[config.mk]
export PLATFORM = sky130hd
export DESIGN_NAME = flag_ctrl
export DESIGN_NICKNAME = d
export VERILOG_FILES = /design/src/rtl/flag_ctrl.sv
export SDC_FILE = /design/constraint.sdc
export NUM_CORES = 1
export LEC_CHECK = 0
export ABC_AREA = 1
export BUFFER_PORTS_ARGS = -buffer_cell sky130_fd_sc_hd__clkbuf_2
export CAP_MARGIN = 20
export CORE_ASPECT_RATIO = 0.75
export CORE_MARGIN = 3
export CORE_UTILIZATION = 30
export DETAILED_ROUTE_END_ITERATION = 10
export PLACE_DENSITY = 0.51
export SYNTH_ARGS = -nofsm -noshare
export SYNTH_HDL_FRONTEND = slang
export SYNTH_SLANG_ARGS = --single-unit
export TNS_END_PERCENT = 20
[constraint.sdc]
create_clock -name clk -period 2.2 [get_ports clk]
set_input_delay 0.44 -clock clk [delete_from_list [all_inputs] [get_ports clk]]
set_output_delay 0.44 -clock clk [all_outputs]
set_load 0.005 [all_outputs]
[src/rtl/flag_ctrl.sv]
// Flag register write arbiter: round-robin between ALU and restore path, capture/commit pipeline, branch flag test.
// Optional FLAG_CTRL_FWD_EN forwards the committing flags to the branch unit during COMMIT.
module flag_ctrl (
   input  logic       clk,
   input  logic       rst,
   input  logic       alu_req,
   input  logic [3:0] alu_flags,
   output logic       alu_gnt,
   input  logic       rs_req,
   input  logic [3:0] rs_flags,
   output logic       rs_gnt,
   input  logic [3:0] fr_q,
   output logic       fr_en,
   output logic [3:0] fr_flags,
   input  logic       br_req,
   input  logic [1:0] br_sel,
   output logic       br_ready,
   output logic       br_taken,
   output logic [7:0] upd_cnt
);

`ifdef FLAG_CTRL_FWD_EN
   localparam logic FWD_EN = 1'b1;
`else
   localparam logic FWD_EN = 1'b0;
`endif

   typedef enum logic [1:0] {
      IDLE,
      CAPT,
      COMMIT
   } state_t;

   state_t     state;
   state_t     state_next;
   logic       prio_alu;
   logic [3:0] pending;
   logic       grant_ok;

   always_ff @(posedge clk or negedge rst) begin
      if (!rst) begin
         state <= IDLE;
      end else begin
         state <= state_next;
      end
   end

   // prio_alu set means the restore path won last, so the ALU wins a tie
   always_comb begin
      state_next = state;
      alu_gnt    = 1'b0;
      rs_gnt     = 1'b0;
      grant_ok   = rst && ((state == IDLE) || (state == COMMIT));
      if (grant_ok) begin
         if (alu_req && (prio_alu || !rs_req)) begin
            alu_gnt = 1'b1;
         end else if (rs_req) begin
            rs_gnt = 1'b1;
         end
      end
      case (state)
         IDLE:    if (alu_gnt || rs_gnt) state_next = CAPT;
         CAPT:    state_next = COMMIT;
         COMMIT:  state_next = (alu_gnt || rs_gnt) ? CAPT : IDLE;
         default: state_next = IDLE;
      endcase
   end

   always_ff @(posedge clk or negedge rst) begin
      if (!rst) begin
         prio_alu <= 1'b1;
         pending  <= 4'b0000;
         fr_en    <= 1'b0;
         fr_flags <= 4'b0000;
         upd_cnt  <= 8'd0;
      end else begin
         if (alu_gnt) begin
            pending  <= alu_flags;
            prio_alu <= 1'b0;
         end else if (rs_gnt) begin
            pending  <= rs_flags;
            prio_alu <= 1'b1;
         end
         fr_en <= (state == CAPT);
         if (state == CAPT) begin
            fr_flags <= pending;
            if (upd_cnt != 8'hFF) begin
               upd_cnt <= upd_cnt + 8'd1;
            end
         end
      end
   end

   // fr_q is stale until the commit lands, so branches stall unless forwarding is built in
   always_comb begin
      br_ready = 1'b0;
      br_taken = 1'b0;
      if (rst) begin
         if (state == IDLE) begin
            br_ready = br_req;
            br_taken = br_req & fr_q[br_sel];
         end else if (FWD_EN && (state == COMMIT)) begin
            br_ready = br_req;
            br_taken = br_req & fr_flags[br_sel];
         end
      end
   end

endmodule

# Yosys cells after proc, flatten, opt, wreduce, memory -nomap -nowiden
# Index checks and enable logic that the tools add are counted.
# op_classes
n_addsub,1
n_mul,0
div_mod_pow,0
order_cmp,1
n_eq_ne,4
n_shift,0
mux,18
bitwise_logic,1
n_reduce_logical,9
# ops
op,n
$mux W1,13
$add A8 B1 Y8 const B,1
$mux W4,2
$ne A8 B8 Y1 const B,1
$pmux W2 S3,1
$logic_or A1 B1 Y1,3
$lt A2 B3 Y1 const B,1
$bmux W1 S2,1
$eq A2 B1 Y1 const B,1
$eq A2 B2 Y1 const B,1
$logic_and A1 B1 Y1,2
$logic_not A2 Y1,1
$mux W2,1
$ne A2 B2 Y1 const B,1
$reduce_and A2 Y1,1
$reduce_bool A2 Y1,1
$and A1 B1 Y1,1
$logic_not A1 Y1,1
# word_totals
ff_bits,20
latchBits,0
ram_bits,0
romBits,0
input_bits,19
wordCells,40
n_memories,0

# Depth between registers and ports, before layout
# depth
depth_word,8
ltp_mapped,8
mapped_depth_nobuf,8

# Worst setup path before layout
# No wires, ideal clock.
# synth_timing
kind,in2out
startpoint,input port rst
endpoint,output port br_taken
t_arrival_ns,0.836
slack_ns,0.924
stages,4
path_buffers,0
cell_sequence,inv_1 nor2_4 nand2_1 a21oi_1
# synth_via
elab_chain_cells,1
# synth_lines
element,line,rtl
from (decl),5,"input logic rst,"
$mux W1,98,if (rst) begin
to (decl),18,"output logic br_taken,"
# No other way between the ends.

# Worst setup path in the final report
# layout_timing
startpoint,register prio_alu
endpoint,output port alu_gnt
# layout_via
elab_chain_cells,4
# layout_lines
element,line,rtl
from (decl),36,logic prio_alu;
from (signal assigned),71,prio_alu <= 1'b1;
from (signal assigned),79,prio_alu <= 1'b0;
from (signal assigned),82,prio_alu <= 1'b1;
$logic_or A1 B1 Y1,55,if (alu_req && (prio_alu || !rs_req)) begin
$logic_and A1 B1 Y1,55,
$mux W1,55,
$mux W1,54,if (grant_ok) begin
to (decl),8,"output logic alu_gnt,"
# No other way between the ends.

==> reports/results.tsv <==
stage	metric	value	unit
clock_network	ctsResizeCount	0	
routing	drt_first_pass_iters	4	
sta	min_period_over_period	76.1	%
grt	grt_max_degree	21	
clock_network	clkTransAtPathRegs	0.07	ns
sta	slew_viol_final	0	
routing	viasPerCell	4.29	
run_status	outcome	finished, final reports clean	
sta	tightest_slew	0.258	ns
final_layout	nets	188	
worst_setup_path	ff2ff_setup_slack	0.90	ns
worst_setup_path	path_cells	inv_1 -> nand2_1 -> nand3_2 -> inv_1 -> clkbuf_2	
logic_synthesis	yosysUniqueCellTypes	26	
logic_synthesis	netlist_area	1080	µm²
pwr	leakage	0.739	nW
sta	hold_violations	0	
final_layout	area_growth	26.7	%
clock_network	clkLatencyLatePin	0.25	ns
sta	layout_min_cycle_time	1.68	ns
worst_setup_path	cp_slowest_stage_delay	0.55	ns
clock_network	cts-root-buf	clkbuf_8	
worst_setup_path	cp_slowest_cell	dfstp_2	
sta	setup_tns	0	ns
floorplan	io-pin-count	36	
placement	io_buffers	35	
worst_hold_path	min_path_type	input port to async pin	
placement	dp_slack	0.639	ns
final_layout	fillers	353	
logic_synthesis	ys_seq_area_share	46.5	%
worst_setup_path	end_kind	output pin	
routing	met3_length	83	µm
routing	drt_iter0_drc	26	
sta	whs	0.169	ns
worst_setup_path	cp.arrival	1.24	ns
logic_synthesis	ys_ff_latch	20	
placement	dp_hpwl	1780	µm
clock_network	cts_buffer_depth	2	
routing	top_layer	met3	
pwr	pwr-share-comb	31.5	%
routing	dr_wl_met2	1090	µm
clock_network	post_cts_buffers	0	
logic_synthesis	synth_cells	127	
sta	fin_ws	0.525	ns
floorplan	fp.dieW	75.3	µm
sta	skew	0.00160	ns
clock_network	cts_tree	yes	
routing	ant_nets	0	
final_layout	final_cell_mix	35 x clkbuf_2, 32 x nand2_1, 19 x inv_1, 19 x dfrtp_1, 16 x nor2_1	
final_layout	layout_commonest_cell	clkbuf_2	
clock_network	cts_buffers	3	
worst_setup_path	worst_path_most_repeated_cell	inv_1	
routing	drcViolationCount	0	
logic_synthesis	yosysWarnings	0	
pwr	p_sw	0.419	mW
pwr	power_frac_clock	21.8	%
pwr	p_int	0.838	mW
placement	place_congestion	0.716	
floorplan	fp.dieArea	4360	µm²
clock_network	htreeDepth	1	
worst_setup_path	worstPathRequired	1.76	ns
logic_synthesis	avgSynthCellArea	8.50	µm²
pwr	switching_share	33.3	%
routing	wl	2170	µm
worst_setup_path	cp_top_family	flip-flops	
clock_network	clock_sinks	20	
grt	grt.total_usage	11.1	%
grt	grt_pass1_wl	3730	µm
floorplan	std_cell_rows	18	
grt	antenna_found_initial	0	
floorplan	core	3380	µm²
grt	overflow	0	
sta	fmax	597	MHz
routing	wl_per_cell	10.5	µm
sta	rsz0062_at_grt	false	
clock_network	cts-hold-fix-buffers	0	
final_layout	antenna_cells	0	
pwr	peakVddDrop	0.384	mV
run	maxCapViolCount	0	
pwr	power_density	919	nW/µm²
floorplan	initial_core_util	32.0	%
routing	via_count	889	
grt	grt_pass1_vias	874	
pwr	power_frac_seq	46.7	%
worst_setup_path	path_buf_inv	3	
sta	slew_headroom	82.8	%
worst_setup_path	cp_max_fo	7	
worst_setup_path	worst-setup-path-type	flip-flop to output pin	
sta	setup_viol	0	
final_layout	layout-drive-gt1-share	35.3	%
logic_synthesis	synthesis.nets	147	
worst_setup_path	start_kind	flip-flop	
routing	wl_met1	994	µm
floorplan	die_y	58.0	µm
-- registers in the layout, summed over array words and instances, names as in the netlist --
name      flops
fr_en         1
fr_flags      4
pending       4
prio_alu      1
state         2
upd_cnt       8
-- area by class of cell --
cell class | instances | area, µm² | area share [%]
flip-flops and latches | 20 | 502 | 36.7
multi-input cells | 85 | 490 | 35.9
inverters | 22 | 87.6 | 6.40
clock buffers | 4 | 55.1 | 4.03
repair buffers | 36 | 183 | 13.4
well taps | 40 | 50.0 | 3.66
-- per-layer routing --
layer	global-route usage [%]	up-vias
met3	3.47	0
li1	-	476
met2	18.1	17
met1	14.7	396
met5	0	-
met4	2.24	0
-- power by group through the flow --
stage / clock network (mW) / registers [mW] / logic, mW
3_5_place_dp: 0 / 0.597 / 0.405
3_3_place_gp: 0 / 0.593 / 0.398
5_1_grt: 0.298 / 0.609 / 0.458
4_1_cts: 0.290 / 0.590 / 0.408
2_1_floorplan: 0 / 0.588 / 0.246
6_report: 0.274 / 0.587 / 0.396
-- metrics by stage --
stage                     cells  utilization [%]  area (µm²)  total power [mW]
after floorplan             127                -        1080             0.833
after global placement      203             38.9        1310             0.991
after detailed placement    203             38.9        1310              1.00
after CTS                   207             40.5        1370              1.29
after global routing        207             40.5        1370              1.37
final                       207             40.5        1370              1.26
-- cells in the mapped netlist (all sizes together) --
| cell | instances | area share [%] |
|---|---|---|
| ha | 1 | 1.2 |
| nor2 | 20 | 11 |
| nand3 | 8 | 4.2 |
| mux2 | 4 | 4.2 |
| dfstp | 1 | 2.4 |
| nand4 | 2 | 1.7 |
| xnor2 | 1 | 0.81 |
| o21a | 1 | 0.70 |
| xor2 | 2 | 1.6 |
| nand2 | 36 | 15 |
| dfrtp | 19 | 44 |
| o21ai | 7 | 3.6 |
| clkinv | 1 | 0.35 |
| inv | 21 | 7.8 |
| a21oi | 3 | 1.7 |
-- final timing paths --
path | startpoint | end | depth (start not counted)
max | prio_alu | alu_gnt | 5
min | rst | upd_cnt[4] | 2
max reg2reg | upd_cnt[0] | upd_cnt[7] | 8
min reg2reg | fr_flags[3] | fr_flags[3] | 1
max in group asynchronous | rst | prio_alu | 2
min in group clk | alu_flags[0] | pending[0] | 3
-- cell families (layout without fill, tap and decap cells) --
family / Yosys count / in the layout / synth area share [%]
AO/OA/AOI/OAI: 11 / 11 / 6.03
flip-flops: 20 / 20 / 46.5
AND/OR/NAND/NOR: 66 / 66 / 31.6
multiplexers: 4 / 4 / 4.17
buffers and inverters: 22 / 62 / 8.11
XOR/XNOR: 3 / 3 / 2.43
adder cells (fa/ha/maj): 1 / 1 / 1.16
No activity file was read; power rests on OpenSTA's default activity.
